==> src/rtl/sm4_arb_pkg.sv <==
// Shared types and constants for the SM4 Ethernet arbiter.
//   arb_state_e : 3-bit FSM state encoding (IDLE, LOAD, SETTLE, XFER, DRAIN)
//   sm4_cfg_t   : engine configuration {key, sel}, SM4_CFG_W bits
//   axis_beat_t : one byte-wide AXI-Stream beat (without tready)
package sm4_arb_pkg;

  localparam int unsigned SM4_KEY_W   = 128;
  localparam int unsigned SM4_CFG_W   = SM4_KEY_W + 1;
  localparam int unsigned AXIS_DATA_W = 8;
  localparam int unsigned AXIS_USER_W = 8;
  localparam int unsigned SETTLE_CNT_W = 8;
  localparam int unsigned DRAIN_CNT_W  = 16;

  typedef enum logic [2:0] {
    ST_IDLE   = 3'd0,
    ST_LOAD   = 3'd1,
    ST_SETTLE = 3'd2,
    ST_XFER   = 3'd3,
    ST_DRAIN  = 3'd4
  } arb_state_e;

  typedef struct packed {
    logic [SM4_KEY_W-1:0] key;
    logic                 sel;
  } sm4_cfg_t;

  typedef struct packed {
    logic [AXIS_DATA_W-1:0] tdata;
    logic                   tvalid;
    logic                   tlast;
    logic [AXIS_USER_W-1:0] tuser;
  } axis_beat_t;

endpackage

==> src/rtl/sm4_rr_arb2.sv <==
// Two-requester round-robin picker, purely combinational.
//   req        : request vector, bit N = requester N
//   last_grant : requester served most recently
//   grant      : chosen requester index
//   grant_vld  : at least one request present
module sm4_rr_arb2 (
  input  logic [1:0] req,
  input  logic       last_grant,
  output logic       grant,
  output logic       grant_vld
);

  // A lone requester wins; on contention the one not served last wins.
  always_comb begin
    grant_vld = |req;
    grant     = 1'b0;
    case (req)
      2'b10:   grant = 1'b1;
      2'b11:   grant = ~last_grant;
      default: grant = 1'b0;
    endcase
  end

endmodule

==> src/rtl/sm4_eth_arbiter.sv <==
// Packet-level scheduler sharing one SM4 byte-stream engine between two
// Ethernet requesters. Grants per packet round-robin, reloads the engine key
// only when {key, sel} differs from what the engine already holds, forwards
// the owner's input packet and routes engine output back until its tlast.
//   clk, rst_n             : clock, async active-low reset
//   sN_key, sN_sel         : per-requester configuration, sampled at grant
//   sN_axis_*              : requester input streams (tready is an output)
//   mN_axis_*              : requester result streams, no backpressure
//   e_sm4_vld/key/sel      : registered engine key-load controls
//   e_s_axis_*             : engine input stream
//   e_m_axis_*             : engine output stream
//   owner, busy            : granted requester, FSM not idle
//   timeout_err            : one-cycle pulse when draining gives up
module sm4_eth_arbiter
  import sm4_arb_pkg::*;
#(
  parameter int unsigned KEY_SETTLE    = 4,
  parameter int unsigned DRAIN_TIMEOUT = 4096
) (
  input  logic                   clk,
  input  logic                   rst_n,
  input  logic [SM4_KEY_W-1:0]   s0_key,
  input  logic                   s0_sel,
  input  logic [SM4_KEY_W-1:0]   s1_key,
  input  logic                   s1_sel,
  input  logic [AXIS_DATA_W-1:0] s0_axis_tdata,
  input  logic                   s0_axis_tvalid,
  input  logic                   s0_axis_tlast,
  input  logic [AXIS_USER_W-1:0] s0_axis_tuser,
  output logic                   s0_axis_tready,
  input  logic [AXIS_DATA_W-1:0] s1_axis_tdata,
  input  logic                   s1_axis_tvalid,
  input  logic                   s1_axis_tlast,
  input  logic [AXIS_USER_W-1:0] s1_axis_tuser,
  output logic                   s1_axis_tready,
  output logic [AXIS_DATA_W-1:0] m0_axis_tdata,
  output logic                   m0_axis_tvalid,
  output logic                   m0_axis_tlast,
  output logic [AXIS_USER_W-1:0] m0_axis_tuser,
  output logic [AXIS_DATA_W-1:0] m1_axis_tdata,
  output logic                   m1_axis_tvalid,
  output logic                   m1_axis_tlast,
  output logic [AXIS_USER_W-1:0] m1_axis_tuser,
  output logic                   e_sm4_vld,
  output logic [SM4_KEY_W-1:0]   e_sm4_key,
  output logic                   e_sm4_sel,
  output logic [AXIS_DATA_W-1:0] e_s_axis_tdata,
  output logic                   e_s_axis_tvalid,
  output logic                   e_s_axis_tlast,
  output logic [AXIS_USER_W-1:0] e_s_axis_tuser,
  input  logic                   e_s_axis_tready,
  input  logic [AXIS_DATA_W-1:0] e_m_axis_tdata,
  input  logic                   e_m_axis_tvalid,
  input  logic                   e_m_axis_tlast,
  input  logic [AXIS_USER_W-1:0] e_m_axis_tuser,
  output logic                   owner,
  output logic                   busy,
  output logic                   timeout_err
);

  localparam logic [SETTLE_CNT_W-1:0] SETTLE_LAST = SETTLE_CNT_W'(KEY_SETTLE - 1);
  localparam logic [DRAIN_CNT_W-1:0]  DRAIN_LAST  = DRAIN_CNT_W'(DRAIN_TIMEOUT - 1);

  arb_state_e              state_q, state_d;
  logic                    owner_q, owner_d;
  logic                    last_grant_q, last_grant_d;
  sm4_cfg_t                cfg_q, cfg_d;
  sm4_cfg_t                loaded_cfg_q, loaded_cfg_d;
  logic                    cfg_valid_q, cfg_valid_d;
  logic [SETTLE_CNT_W-1:0] settle_cnt_q, settle_cnt_d;
  logic [DRAIN_CNT_W-1:0]  drain_cnt_q, drain_cnt_d;
  logic                    e_sm4_vld_q, e_sm4_vld_d;
  logic [SM4_KEY_W-1:0]    e_sm4_key_q, e_sm4_key_d;
  logic                    e_sm4_sel_q, e_sm4_sel_d;
  logic                    busy_q, busy_d;
  logic                    timeout_err_q, timeout_err_d;

  logic       grant, grant_vld;
  sm4_cfg_t   grant_cfg;
  axis_beat_t src_beat;
  logic       in_xfer, out_fwd;
  logic       in_last_acc, eng_last;

  sm4_rr_arb2 u_rr (
    .req        ({s1_axis_tvalid, s0_axis_tvalid}),
    .last_grant (last_grant_q),
    .grant      (grant),
    .grant_vld  (grant_vld)
  );

  // Configuration and input beat of the candidate / current owner.
  always_comb begin
    grant_cfg = grant ? sm4_cfg_t'{key: s1_key, sel: s1_sel}
                      : sm4_cfg_t'{key: s0_key, sel: s0_sel};
    src_beat  = owner_q
      ? axis_beat_t'{tdata: s1_axis_tdata, tvalid: s1_axis_tvalid,
                     tlast: s1_axis_tlast, tuser: s1_axis_tuser}
      : axis_beat_t'{tdata: s0_axis_tdata, tvalid: s0_axis_tvalid,
                     tlast: s0_axis_tlast, tuser: s0_axis_tuser};
  end

  assign in_xfer     = (state_q == ST_XFER);
  assign out_fwd     = in_xfer || (state_q == ST_DRAIN);
  assign in_last_acc = in_xfer && src_beat.tvalid && src_beat.tlast && e_s_axis_tready;
  assign eng_last    = e_m_axis_tvalid && e_m_axis_tlast;

  // Next-state and registered-output logic.
  always_comb begin
    state_d       = state_q;
    owner_d       = owner_q;
    last_grant_d  = last_grant_q;
    cfg_d         = cfg_q;
    loaded_cfg_d  = loaded_cfg_q;
    cfg_valid_d   = cfg_valid_q;
    settle_cnt_d  = settle_cnt_q;
    drain_cnt_d   = drain_cnt_q;
    e_sm4_vld_d   = 1'b0;
    e_sm4_key_d   = e_sm4_key_q;
    e_sm4_sel_d   = e_sm4_sel_q;
    timeout_err_d = 1'b0;

    case (state_q)
      ST_IDLE: begin
        if (grant_vld) begin
          owner_d = grant;
          cfg_d   = grant_cfg;
          if (cfg_valid_q && (grant_cfg == loaded_cfg_q)) begin
            state_d = ST_XFER;
          end else begin
            // Key pulse is registered so it coincides with the LOAD cycle.
            state_d     = ST_LOAD;
            e_sm4_vld_d = 1'b1;
            e_sm4_key_d = grant_cfg.key;
            e_sm4_sel_d = grant_cfg.sel;
          end
        end
      end
      ST_LOAD: begin
        loaded_cfg_d = cfg_q;
        cfg_valid_d  = 1'b1;
        settle_cnt_d = '0;
        state_d      = ST_SETTLE;
      end
      ST_SETTLE: begin
        if (settle_cnt_q == SETTLE_LAST) begin
          state_d = ST_XFER;
        end else begin
          settle_cnt_d = settle_cnt_q + SETTLE_CNT_W'(1);
        end
      end
      ST_XFER: begin
        if (in_last_acc) begin
          if (eng_last) begin
            state_d      = ST_IDLE;
            last_grant_d = owner_q;
          end else begin
            state_d     = ST_DRAIN;
            drain_cnt_d = '0;
          end
        end
      end
      ST_DRAIN: begin
        if (eng_last) begin
          state_d      = ST_IDLE;
          last_grant_d = owner_q;
        end else if (drain_cnt_q == DRAIN_LAST) begin
          // Engine state is unknown after a lost packet; force a reload.
          state_d       = ST_IDLE;
          last_grant_d  = owner_q;
          timeout_err_d = 1'b1;
          cfg_valid_d   = 1'b0;
        end else begin
          drain_cnt_d = drain_cnt_q + DRAIN_CNT_W'(1);
        end
      end
      default: state_d = ST_IDLE;
    endcase

    busy_d = (state_d != ST_IDLE);
  end

  // State and output registers.
  always_ff @(posedge clk or negedge rst_n) begin
    if (!rst_n) begin
      state_q       <= ST_IDLE;
      owner_q       <= 1'b0;
      last_grant_q  <= 1'b1;
      cfg_q         <= '0;
      loaded_cfg_q  <= '0;
      cfg_valid_q   <= 1'b0;
      settle_cnt_q  <= '0;
      drain_cnt_q   <= '0;
      e_sm4_vld_q   <= 1'b0;
      e_sm4_key_q   <= '0;
      e_sm4_sel_q   <= 1'b0;
      busy_q        <= 1'b0;
      timeout_err_q <= 1'b0;
    end else begin
      state_q       <= state_d;
      owner_q       <= owner_d;
      last_grant_q  <= last_grant_d;
      cfg_q         <= cfg_d;
      loaded_cfg_q  <= loaded_cfg_d;
      cfg_valid_q   <= cfg_valid_d;
      settle_cnt_q  <= settle_cnt_d;
      drain_cnt_q   <= drain_cnt_d;
      e_sm4_vld_q   <= e_sm4_vld_d;
      e_sm4_key_q   <= e_sm4_key_d;
      e_sm4_sel_q   <= e_sm4_sel_d;
      busy_q        <= busy_d;
      timeout_err_q <= timeout_err_d;
    end
  end

  assign owner       = owner_q;
  assign busy        = busy_q;
  assign timeout_err = timeout_err_q;
  assign e_sm4_vld   = e_sm4_vld_q;
  assign e_sm4_key   = e_sm4_key_q;
  assign e_sm4_sel   = e_sm4_sel_q;

  // Stream mux into the engine and demux of its output to the owner.
  always_comb begin
    e_s_axis_tdata  = '0;
    e_s_axis_tvalid = 1'b0;
    e_s_axis_tlast  = 1'b0;
    e_s_axis_tuser  = '0;
    s0_axis_tready  = 1'b0;
    s1_axis_tready  = 1'b0;
    m0_axis_tdata   = '0;
    m0_axis_tvalid  = 1'b0;
    m0_axis_tlast   = 1'b0;
    m0_axis_tuser   = '0;
    m1_axis_tdata   = '0;
    m1_axis_tvalid  = 1'b0;
    m1_axis_tlast   = 1'b0;
    m1_axis_tuser   = '0;

    if (in_xfer) begin
      e_s_axis_tdata  = src_beat.tdata;
      e_s_axis_tvalid = src_beat.tvalid;
      e_s_axis_tlast  = src_beat.tlast;
      e_s_axis_tuser  = src_beat.tuser;
      if (owner_q) s1_axis_tready = e_s_axis_tready;
      else         s0_axis_tready = e_s_axis_tready;
    end

    if (out_fwd) begin
      if (owner_q) begin
        m1_axis_tdata  = e_m_axis_tdata;
        m1_axis_tvalid = e_m_axis_tvalid;
        m1_axis_tlast  = e_m_axis_tlast;
        m1_axis_tuser  = e_m_axis_tuser;
      end else begin
        m0_axis_tdata  = e_m_axis_tdata;
        m0_axis_tvalid = e_m_axis_tvalid;
        m0_axis_tlast  = e_m_axis_tlast;
        m0_axis_tuser  = e_m_axis_tuser;
      end
    end
  end

endmodule

==> config.mk <==
export PLATFORM = sky130hd
export DESIGN_NAME = sm4_eth_arbiter
export DESIGN_NICKNAME = d
export VERILOG_FILES = /design/src/rtl/sm4_arb_pkg.sv /design/src/rtl/sm4_rr_arb2.sv /design/src/rtl/sm4_eth_arbiter.sv
export SDC_FILE = /design/constraint.sdc
export NUM_CORES = 1
export LEC_CHECK = 0
export CAP_MARGIN = 0
export CORE_MARGIN = 2
export CORE_UTILIZATION = 35
export DETAILED_ROUTE_END_ITERATION = 8
export PLACE_DENSITY = 0.61
export REMOVE_ABC_BUFFERS = 1
export SYNTH_ARGS = -nofsm -noshare
export SYNTH_HDL_FRONTEND = slang
export SYNTH_HIERARCHICAL = 1
export SYNTH_SLANG_ARGS = --single-unit
==> constraint.sdc <==
create_clock -name clk -period 2.9 [get_ports clk]
set_input_delay 0.435 -clock clk [delete_from_list [all_inputs] [get_ports clk]]
set_output_delay 0.435 -clock clk [all_outputs]
set_load 0.01 [all_outputs]
# After elaboration in Yosys (flattened, before gate mapping)
# Cells that the tools add are included.
[word_totals]
out_inout_bits = 189
ff_bits = 420
inputBits = 315
wordCells = 110
[classes]
bitwise = 2
n_mux = 56
eq_ne = 17
reduce_logical = 18
n_addsub = 2
[ops]
columns = ["operator", "n"]
rows = [
  ["equality test 129 bit", 1],
  ["2-to-1 mux 129 bit", 1],
  ["2-to-1 mux 8 bit", 11],
  ["2-to-1 mux 16 bit", 4],
  ["one-hot mux 16 bit (2 select lines)", 1],
  ["2-to-1 mux 1 bit", 26],
  ["2-to-1 mux 18 bit", 1],
  ["2-to-1 mux 3 bit", 6],
  ["adder 16 x 1 -> 16 bit, second input constant", 1],
  ["equality test 16 x 12 -> 1 bit, second input constant", 1],
  ["one-hot mux 8 bit (2 select lines)", 1],
  ["one-hot mux 3 bit (5 select lines)", 1],
  ["adder 8 x 1 -> 8 bit, second input constant", 1],
  ["equality test 8 x 2 -> 1 bit, second input constant", 1],
  ["inequality test 2 bit, second input constant", 4],
  ["equality test 3 x 2 -> 1 bit, second input constant", 2],
  ["inequality test 2 x 1 -> 1 bit, second input constant", 3],
  ["one-hot mux 1 bit (2 select lines)", 3],
  ["AND reduction 3 bit", 2],
  ["nonzero test 2 bit", 3],
  ["logical AND 1 bit", 5],
  ["AND reduction 5 bit", 1],
  ["equality test 2 bit, second input constant", 2],
  ["AND reduction 2 bit", 2],
  ["other kinds (10)", 11],
]

# Logic depth before layout (Yosys ltp)
# Gate-level depths: netlist of the first run.
[logic_depth]
ltp_word = 9
mapped_depth = 15

# Modules after synthesis
# The synthesis of the first run kept the hierarchy.
[by_module_without_submodules]
columns = ["module", "cells_per_inst", "instances", "area_per_inst_um2"]
rows = [
  ["sm4_eth_arbiter", 1557, 1, 18984.5],
  ["sm4_rr_arb2", 2, 1, 13.8],
]

# Least setup slack after synthesis of the first run
# Ideal clock, no wire load.
[synth_timing]
path_type = "input to register"
startpoint = "in s1_axis_tvalid"
endpoint = "reg e_sm4_key_q[18], in the netlist e_sm4_key[18]"
path_buffers = 6
stages = 15
arrival_ps = 2798
setup_slack_ps = -20
cell_sequence = "a21boi_1 buf_2 buf_6 buf_2 mux2i_1 o22ai_1 a211oi_1 nand4_1 nor4_1 and4_1 buf_2 nor2b_1 buf_6 buf_6 o22a_1"
[synth_via]
elab_chain_cells = 7
word_cells_on_any_way = 9
[synth_rtl]
columns = ["item", "line_no", "source"]
rows = [
  ["start: declaration", "sm4_eth_arbiter.sv:32", "input logic s1_axis_tvalid,"],
  ["equality test 2 bit", "sm4_rr_arb2.sv:17", "case (req)"],
  ["one-hot mux 1 bit (2 select lines)", "sm4_rr_arb2.sv:17", ""],
  ["2-to-1 mux 129 bit", "sm4_eth_arbiter.sv:93", "grant_cfg = grant ? sm4_cfg_t'{key: s1_key, sel: s1_sel}"],
  ["equality test 129 bit", "sm4_eth_arbiter.sv:127", "if (cfg_valid_q && (grant_cfg == loaded_cfg_q)) begin"],
  ["logical AND 1 bit", "sm4_eth_arbiter.sv:127", ""],
  ["inverter 1 bit (no source line)", "-", ""],
  ["AND reduction 3 bit (no source line)", "-", ""],
  ["end signal: assignment", "sm4_eth_arbiter.sv:208", "e_sm4_key_q <= e_sm4_key_d;"],
  ["end: declaration", "sm4_eth_arbiter.sv:73", "logic [SM4_KEY_W-1:0] e_sm4_key_q, e_sm4_key_d;"],
]
# Several ways; a longest one is shown, not always the timed one.
# A chain may end at the register's enable or synchronous reset.

# Worst setup path after layout of the first run
[layout_timing]
startpoint = "reg last_grant_q"
endpoint = "reg e_sm4_key_q[116], in the netlist e_sm4_key[116]"
[layout_via]
elab_chain_cells = 7
[layout_rtl]
columns = ["item", "line_no", "source"]
rows = [
  ["start: declaration", "sm4_eth_arbiter.sv:66", "logic last_grant_q, last_grant_d;"],
  ["start signal: assignment", "sm4_eth_arbiter.sv:201", "last_grant_q <= last_grant_d;"],
  ["inverter 1 bit *", "sm4_rr_arb2.sv:19", "2'b11: grant = ~last_grant;"],
  ["one-hot mux 1 bit (2 select lines) *", "sm4_rr_arb2.sv:17", ""],
  ["net grant", "sm4_eth_arbiter.sv:78", "logic grant, grant_vld;"],
  ["2-to-1 mux 129 bit *", "sm4_eth_arbiter.sv:93", ""],
  ["equality test 129 bit", "sm4_eth_arbiter.sv:127", ""],
  ["logical AND 1 bit", "sm4_eth_arbiter.sv:127", ""],
  ["inverter 1 bit (no source line)", "-", ""],
  ["AND reduction 3 bit (no source line)", "-", ""],
]
# Mark *: on every way through the listed nets, which the timed path passes. The rest lies on a longest branch.

==> results of run 1 <==
==> layout make-up <==
class	count	area, um2	area share (%)
sequential	420	10500	36.9
multi-input combinational	1037	8380	29.4
timing repair buffer	711	7120	25.0
clock buffer	74	1480	5.19
tap	696	871	3.06
clock inverter	10	93.8	0.329
inverter	6	25.0	0.0879
antenna	1	2.50	0.00879
==> worst reg2reg max path, cell delays in order, from the launching register on <==
cell and delay [ps]:
dfstp_2 380, a21boi_4 230, buf_12 190, mux2i_1 400
o22ai_2 180, nor4_1 390, buf_4 170, nand4_1 230
nor4_2 350, and4_4 330, nor2b_4 150, buf_12 200
o22a_1 210
==> cells by family (layout without fill, tap and decap cells) <==
group | after synthesis | in the layout
DFF | 420 | 420
AOI/OAI and AO/OA | 335 | 335
and+or+nand+nor | 323 | 324
muxes | 279 | 279
buffers and inverters | 103 | 801
xor gates and xnor gates | 97 | 97
adders and majority gates | 2 | 2
other | 0 | 1
==> synth_stat cells, types with 2 or more instances <==
library cell | count | area [um2]
nor3_1 | 4 | 20.0
dfrtp_1 | 419 | 10500
nand2_1 | 148 | 556
clkbuf_1 | 56 | 210
a221oi_1 | 10 | 87.6
o22a_1 | 129 | 1130
nor4b_1 | 2 | 17.5
xnor2_1 | 69 | 604
o2bb2ai_1 | 12 | 105
ha_1 | 2 | 25.0
nand4_1 | 14 | 87.6
and2_1 | 38 | 238
buf_6 | 15 | 169
o21ai_0 | 9 | 45.0
a211oi_1 | 11 | 82.6
buf_2 | 21 | 105
a21oi_1 | 14 | 70.1
a21o_1 | 2 | 15.0
nand2b_1 | 2 | 12.5
inv_1 | 6 | 22.5
and3_1 | 3 | 18.8
o22ai_1 | 11 | 68.8
mux2i_1 | 147 | 1470
mux2_2 | 131 | 1480
nand3_1 | 15 | 75.1
xor2_1 | 28 | 245
nor2_1 | 66 | 248
nor4_1 | 23 | 144
o21a_1 | 130 | 976
buf_4 | 4 | 30.0
and4_1 | 2 | 17.5
==> flip-flops by register name (all words and copies together) (netlist names) <==
register and cells:
last_grant_q 1, e_sm4_key 128, state_q 3, busy 1, cfg_valid_q 1, timeout_err 1
e_sm4_sel 1, loaded_cfg_q 129, drain_cnt_q 16, owner 1, cfg_q 129, e_sm4_vld 1
settle_cnt_q 8
==> through the flow <==
step	hold slack [ps]	util, %
after global placement	443	48.6
after global routing	457	53.0
after CTS	435	52.3
after detailed placement	457	48.6
after floorplan	139	-
final	397	53.0
==> repair_timing <==
item / in CTS / in global routing
pin swaps: 6 / 9
cloned: 3 / 8
setup buffers: 1 / 13
gates resized for setup: 100 / 46
hold buffers: 1 / 0
endpoints found under the hold margin: 65 / 0
setup endpoints to repair: 167 / 147
==> report_power, final <==
group          internal, mW  switching (mW)
clock                  3.57            2.39
combinational          6.74            4.76
sequential             8.71            1.85
total                  19.0            9.00
==> worst paths after layout <==
kind                                                endpoint                     start  cells past startpoint  slack, ps
max in group asynchronous               state_q[0]$_DFF_PN0_                     rst_n                      3       1520
min in group clk                        cfg_q[5]$_DFFE_PN0P_      cfg_q[5]$_DFFE_PN0P_                      1        480
worst min register to register          cfg_q[5]$_DFFE_PN0P_      cfg_q[5]$_DFFE_PN0P_                      1        480
worst max-delay path              e_sm4_key[116]$_DFFE_PN0P_  last_grant_q$_DFFE_PN1P_                     12       -640
worst min-delay path            loaded_cfg_q[88]$_DFFE_PN0P_                     rst_n                      2        400
worst max register to register    e_sm4_key[116]$_DFFE_PN0P_  last_grant_q$_DFFE_PN1P_                     12       -640
==> layout by cell type, fill, tap and decap left out, types with 11 or more instances in the layout <==
cell and instances:
clkbuf_16 49, dlygate4sd2_1 22, xor2_1 28, buf_12 25, nor4_1 11, and2_1 37
nor2_1 62, dfrtp_1 417, nand3_1 15, clkbuf_8 20, mux2i_4 14, o2bb2ai_1 12
dlymetal6s2s_1 16, mux2_2 131, nor4_2 12, nand4_1 14, clkdlybuf4s50_1 464, buf_6 17
mux2i_1 113, nand2_1 148, o22a_1 129, o21a_1 129, mux2i_2 21, buf_4 156
a21oi_1 14, xnor2_1 69
==> metal layers <==
layer  GRT usage, %  up-vias
met4           5.87        0
met3           4.30       86
met2           35.3      428
met1           26.3     7492
met5              0        -
li1               -     6987
==> flow_summary.yaml, run 1 <==
synth:
  synth.area.mux_share_pct: 15.6
  ys.warnings.count: 6
  syn_area_um2: 19000
  ys_seq_area_share_pct: 55.3
  synth-adder-area-share_pct: 0.132
  synth_edf_count: 0
  async_reset_ff_share_pct: 100
  synth_top_family_by_area: "multiplexers"
  yosys.area_share.simple_pct: 7.78
  synth_xor_area_share_pct: 4.47
  synth_cell_types: 47
  yosys_most_used_dff: "dfrtp_1"
  syn_area_per_cell_um2: 12.2
  syn_inst: 1559
  synth_compound_area_share_pct: 13.9
  ys_ff_latch: 420
sta:
  finalHoldViolCount: 0
  final-max-slew-violation-count: 0
  maxSlewHeadroom_pct: 44.6
  clock.fmax_ghz: 0.283
  setup-tns-final_ps: -79000
  period_share_pct: 122
  setup_ws_ps: -639
  rsz0062_at_grt: "true"
  tightest_slew_ps: 829
  period_minus_slack_ps: 3540
  skew_ps: 37.3
  setup_violations: 131
critical_path:
  max_stage_delay_ps: 390
  cp_top_family: "simple AND/OR/NAND/NOR gates"
  crit_chain: "a21boi_4, buf_12, mux2i_1, o22ai_2, nor4_1, buf_4, nand4_1, nor4_2, and4_4, nor2b_4, buf_12, o22a_1"
  crit_type: "flip-flop to flip-flop"
  crit_arrival_ps: 3980
  critPathMostFrequentCell: "buf_12"
  cp_max_fo: 18
  end_kind: "flip-flop"
  worst-path-buf-inv: 3
  cp_data_required_time_ps: 3340
  crit_path_top_delay_cell: "nor4_1"
  cp-start-kind: "flip-flop"
global_routing:
  grt_use_total_pct: 20.6
  grt_pass1_wl_um: 90000
  grt_max_degree: 83
  grt_antenna_before_repair: 3
  grt_overflow: 0
  grt_pass1_vias: 15782
status:
  status: "complete, but fails checks"
  violations: "negative setup slack"
clock_network:
  clkTransAtPathRegs_ps: 60
  tritoncts_num_sinks: 420
  cts_buffers: 46
  cts_tree: "built"
  cts_max_path_buffers: 3
  cts_htree_levels: 2
  clk_latency_ps: 590
  cts-root-buf: "clkbuf_16"
flow_run:
  drv_cap: 0
cells_and_area:
  finalInstanceArea_um2: 28500
  nets: 2539
  drive_gt1_share_pct: 21.4
  fin_cells: 2955
  area_growth_syn_to_layout_pct: 49.9
  num-fill-cells: 4628
detailed_routing:
  highest_layer: "met4"
  wl_met2_um: 29100
  ant_nets: 0
  dr.pass1.iters: 4
  route.detailed.drc: 0
  drtIter0Drc: 736
  vias_per_cell: 5.07
  dr_total_vias: 14993
  wl_per_cell_um: 20.1
  routed_wl_um: 59500
  wl_met3_um: 3440
  wl_met1_um: 25200
placed_design:
  io_buffers: 503
  place_ws_ps: -1630
  hpwl_um: 43100
  gp_congestion: 0.790
  postPlaceCellArea_um2: 26100
  dpl.cell_count: 2844
die:
  row_count: 85
  die_h_um: 237
  die_w_um: 237
  core_um2: 53700
  start_util_pct: 35.4
  die_area_um2: 56200
  ios: 504
power:
  p_leak_nw: 11.8
  p_per_area_nw_per_um2: 984
  ir_drop_mv: 0.481
  power_mw: 28.0
worst_hold_path:
  min_path_type: "input port to asynchronous set/reset pin"
(Power assumes the default switching activity.)
==> inputs of run 2 (changes only) <==
- CORE_MARGIN: 2 -> not set
- CTS_CLUSTER_SIZE: not set -> 28
==> flow_summary.yaml, run 2 (synthesis results as in run 1) <==
power:
  p_per_area_nw_per_um2: 984
  ir_drop_mv: 0.477
  power_mw: 28.0
  p_leak_nw: 11.6
sta:
  period_minus_slack_ps: 3470
  clock.fmax_ghz: 0.288
  setup_violations: 131
  finalHoldViolCount: 0
  setup-tns-final_ps: -71670
  maxSlewHeadroom_pct: 58.8
  rsz0062_at_grt: "true"
  final-max-slew-violation-count: 0
  skew_ps: 27.1
  setup_ws_ps: -574
  tightest_slew_ps: 600
  period_share_pct: 120
  hold_ws_ps: 349
clock_network:
  cts_htree_levels: 2
  clkTransAtPathRegs_ps: 60
  cts-root-buf: "clkbuf_16"
  cts_max_path_buffers: 3
  cts_buffers: 45
  tritoncts_num_sinks: 420
  cts_tree: "built"
  clk_latency_ps: 580
detailed_routing:
  wl_met1_um: 26500
  ant_nets: 0
  wl_met3_um: 3270
  dr_total_vias: 14824
  wl_met2_um: 29100
  dr.pass1.iters: 4
  wl_per_cell_um: 20.5
  routed_wl_um: 60000
  route.detailed.drc: 0
  highest_layer: "met4"
  drtIter0Drc: 696
  vias_per_cell: 5.05
global_routing:
  grt_antenna_before_repair: 0
  grt_pass1_wl_um: 89300
  grt_pass1_vias: 15460
  grt_max_degree: 94
  grt_overflow: 0
  grt_use_total_pct: 20.7
critical_path:
  rr_worst_depth: 14
  r2r-end: "e_sm4_key[31]$_DFFE_PN0P_"
  cp_data_required_time_ps: 3340
  cp_max_fo: 16
  crit_arrival_ps: 3910
  cp-start-kind: "input port"
  crit_type: "input port to flip-flop"
  r2r-start: "last_grant_q$_DFFE_PN1P_"
  reg2reg_setup_slack_ps: -550
  end_kind: "flip-flop"
placed_design:
  io_buffers: 503
  hpwl_um: 42600
  gp_congestion: 0.781
  place_ws_ps: -1270
die:
  die_w_um: 235
  die_h_um: 235
  row_count: 85
  ios: 504
  die_area_um2: 55200
  start_util_pct: 35.4
  core_um2: 53700
cells_and_area:
  layout_commonest_cell: "clkdlybuf4s50_1"
  fin_util_pct: 53.0
  nets: 2521
  layout_common_cells: "clkdlybuf4s50_1 (465), dfrtp_1 (418), nand2_1 (148)"
  num-fill-cells: 4671
  antenna_cells: 0
  drive_gt1_share_pct: 20.5
  area_growth_syn_to_layout_pct: 49.8
worst_hold_path:
  min_path_type: "input port to asynchronous set/reset pin"
flow_run:
  drv_cap: 0
status:
  status: "complete, but fails checks"
  violations: "negative setup slack"
run 2: layout make-up:
class	count	area [um2]	share of cell area [%]
repair buffers	694	7090	24.9
inverters	6	22.5	0.0791
multi-input cells	1037	8410	29.6
flip-flops and latches	420	10500	36.9
clock inverters	11	191	0.672
clock buffers	69	1370	4.80
well taps	696	871	3.06
run 2: report_power, final:
group	switching [mW]	internal, mW	leakage (nW)
sequential	1.83	8.71	4.79
combinational	4.76	6.69	6.00
clock	2.34	3.68	0.769
total	8.94	19.1	11.6
run 2: worst max path at each step:
stage / cells after the start / to / slack, ps / start
after floorplan: 2 / e_sm4_vld$_DFF_PN0_ / -22220 / state_q[0]$_DFF_PN0_
after global placement: 14 / e_sm4_key[69]$_DFFE_PN0P_ / -1210 / s0_axis_tvalid
after detailed placement: 14 / e_sm4_key[16]$_DFFE_PN0P_ / -1270 / s0_axis_tvalid
after CTS: 17 / e_sm4_key[111]$_DFFE_PN0P_ / -560 / last_grant_q$_DFFE_PN1P_
after global routing: 15 / e_sm4_key[63]$_DFFE_PN0P_ / -650 / last_grant_q$_DFFE_PN1P_
final: 16 / e_sm4_key[31]$_DFFE_PN0P_ / -570 / s1_axis_tvalid
run 2: routing by layer:
metal	vias to the layer above	track usage [%]
met4	0	4.86
met5	-	0
met2	404	34.9
met1	7407	26.9
met3	69	4.91
li1	6944	-
run 2: timing repair:
item / 4_1_cts / 5_1_grt
setup buffers: 2 / 1
hold buffers: 1 / 0
hold endpoints to repair: 30 / 0
pin swaps: 3 / 5
setup endpoints to repair: 170 / 131
resized for setup: 69 / 63
cloned: 1 / 12
run 2: stage by stage:
| stage | std cells | instance area, um2 |
|---|---|---|
| after floorplan | 1462 | 18500 |
| after global routing | 2933 | 28500 |
| after global placement | 2840 | 26100 |
| final | 2933 | 28500 |
| after CTS | 2924 | 27900 |
| after detailed placement | 2840 | 26100 |
run 2: worst max-delay path, cell delays in order:
cell and delay [ps]:
clkdlybuf4s50_1 480, a21boi_4 240, buf_8 180, buf_12 150, buf_12 170, buf_4 140
mux2i_1 470, nor2_1 70, a211oi_1 250, buf_4 180, nand4_1 110, nor4_2 150
and4_4 310, nor2b_4 120, clkbuf_16 210, o22a_1 200
==> inputs of run 3 (changes only) <==
- CORE_UTILIZATION: 35 -> 36
- PLACE_DENSITY: 0.61 -> 0.63
==> flow_summary.yaml, run 3 (synthesis results as in run 1) <==
status:
  status: "complete, but fails checks"
  violations: "negative setup slack"
cells_and_area:
  nets: 2564
  layout_common_cells: "clkdlybuf4s50_1 (464), dfrtp_1 (417), buf_4 (166)"
  area_growth_syn_to_layout_pct: 53.5
  drive_gt1_share_pct: 23.2
  num-fill-cells: 4311
  layout_commonest_cell: "clkdlybuf4s50_1"
critical_path:
  cp_data_required_time_ps: 3350
  crit_type: "flip-flop to flip-flop"
  crit_arrival_ps: 3840
  end_kind: "flip-flop"
  cp-start-kind: "flip-flop"
  cp_max_fo: 7
placed_design:
  io_buffers: 503
  place_ws_ps: -1370
  hpwl_um: 41900
  gp_congestion: 0.795
detailed_routing:
  route.detailed.drc: 0
  dr_total_vias: 15098
  drtIter0Drc: 761
  dr.pass1.iters: 5
  wl_per_cell_um: 20.1
  ant_nets: 0
  routed_wl_um: 59400
  vias_per_cell: 5.10
clock_network:
  cts_tree: "built"
  cts_htree_levels: 2
  cts_max_path_buffers: 3
  tritoncts_num_sinks: 420
  clkTransAtPathRegs_ps: 60
  cts_buffers: 47
  cts-root-buf: "clkbuf_16"
  clk_latency_ps: 590
sta:
  maxSlewHeadroom_pct: 40.7
  rsz0062_at_grt: "true"
  final-max-slew-violation-count: 0
  tightest_slew_ps: 888
  setup_ws_ps: -486
  period_minus_slack_ps: 3390
  period_share_pct: 117
  finalHoldViolCount: 0
  setup-tns-final_ps: -57570
  setup_violations: 131
  skew_ps: 34.3
  clock.fmax_ghz: 0.295
die:
  ios: 504
  die_area_um2: 53700
  die_h_um: 232
  die_w_um: 232
  row_count: 83
  start_util_pct: 36.7
  core_um2: 51700
global_routing:
  grt_pass1_wl_um: 88900
  grt_use_total_pct: 21.4
  grt_max_degree: 77
  grt_pass1_vias: 15667
  grt_antenna_before_repair: 1
  grt_overflow: 0
flow_run:
  drv_cap: 0
power:
  p_leak_nw: 11.9
  ir_drop_mv: 0.452
  p_per_area_nw_per_um2: 983
worst_hold_path:
  min_path_type: "input port to asynchronous set/reset pin"
## run 3: worst max-delay path, stage by stage (launching register included)
cell and delay (ps):
dfstp_2 380, a21boi_4 190, buf_12 180, buf_12 150, buf_12 160, mux2i_4 330
o22ai_4 130, nor4_2 270, nand4_1 210, nor4_2 340, and4_4 290, nor2b_4 110
buf_12 160, clkbuf_16 150, o22a_1 190
## run 3: cell type report
cell class | count | area (um2) | share of cell area, %
inverters | 6 | 22.5 | 0.0772
multi-input cells | 1036 | 8510 | 29.2
flip-flops and latches | 420 | 10500 | 36.1
repair buffers | 736 | 7590 | 26.0
diodes | 1 | 2.50 | 0.00858
well taps | 680 | 851 | 2.92
clock inverters | 20 | 325 | 1.12
clock buffers | 62 | 1330 | 4.57
## run 3: metal layers
layer	GRT usage [%]	part of all wire (%)	up-vias	wire, um
li1	-	-	7021	-
met4	4.07	1.2	0	695
met5	0	0	-	0
met3	4.59	5.4	50	3230
met1	27.2	43	7609	25300
met2	37.4	51	418	30200
## run 3: power breakdown
group	internal (mW)	switching, mW	total (mW)	leakage (nW)
Clock	3.94	2.42	6.36	0.818
Combinational	6.94	4.82	11.8	6.32
Sequential	8.71	1.83	10.5	4.78
## run 3: stage by stage
stage	hold slack, ps	utilization [%]	cell area (um2)	total power, mW	std cells
final	466	56.4	29200	28.7	2961
after global routing	496	56.4	29200	30.3	2961
after CTS	459	55.2	28500	28.7	2930
after detailed placement	474	50.8	26200	21.8	2837
after global placement	466	50.8	26200	21.4	2837
after floorplan	139	-	18500	16.0	1462
## run 3: path summary, 6_finish.rpt
check / from / slack (ps) / cells past startpoint / to
setup / recovery: last_grant_q$_DFFE_PN1P_ / -490 / 14 / e_sm4_key[66]$_DFFE_PN0P_
hold / removal: rst_n / 470 / 2 / e_sm4_key[107]$_DFFE_PN0P_
setup reg to reg: last_grant_q$_DFFE_PN1P_ / -490 / 14 / e_sm4_key[66]$_DFFE_PN0P_
hold reg to reg: cfg_q[33]$_DFFE_PN0P_ / 480 / 1 / cfg_q[33]$_DFFE_PN0P_
max in group asynchronous: rst_n / 1580 / 3 / last_grant_q$_DFFE_PN1P_
min in group clk: cfg_q[33]$_DFFE_PN0P_ / 480 / 1 / cfg_q[33]$_DFFE_PN0P_
## run 3: what timing repair did
| action | in CTS | in global routing |
|---|---|---|
| gates cloned | 6 | 10 |
| gates resized for setup | 117 | 56 |
| hold endpoints to repair | 65 | 0 |
| hold buffers | 1 | 0 |
| pin swaps | 6 | 7 |
| buffers inserted | 6 | 20 |
| endpoints found under the setup margin | 167 | 138 |
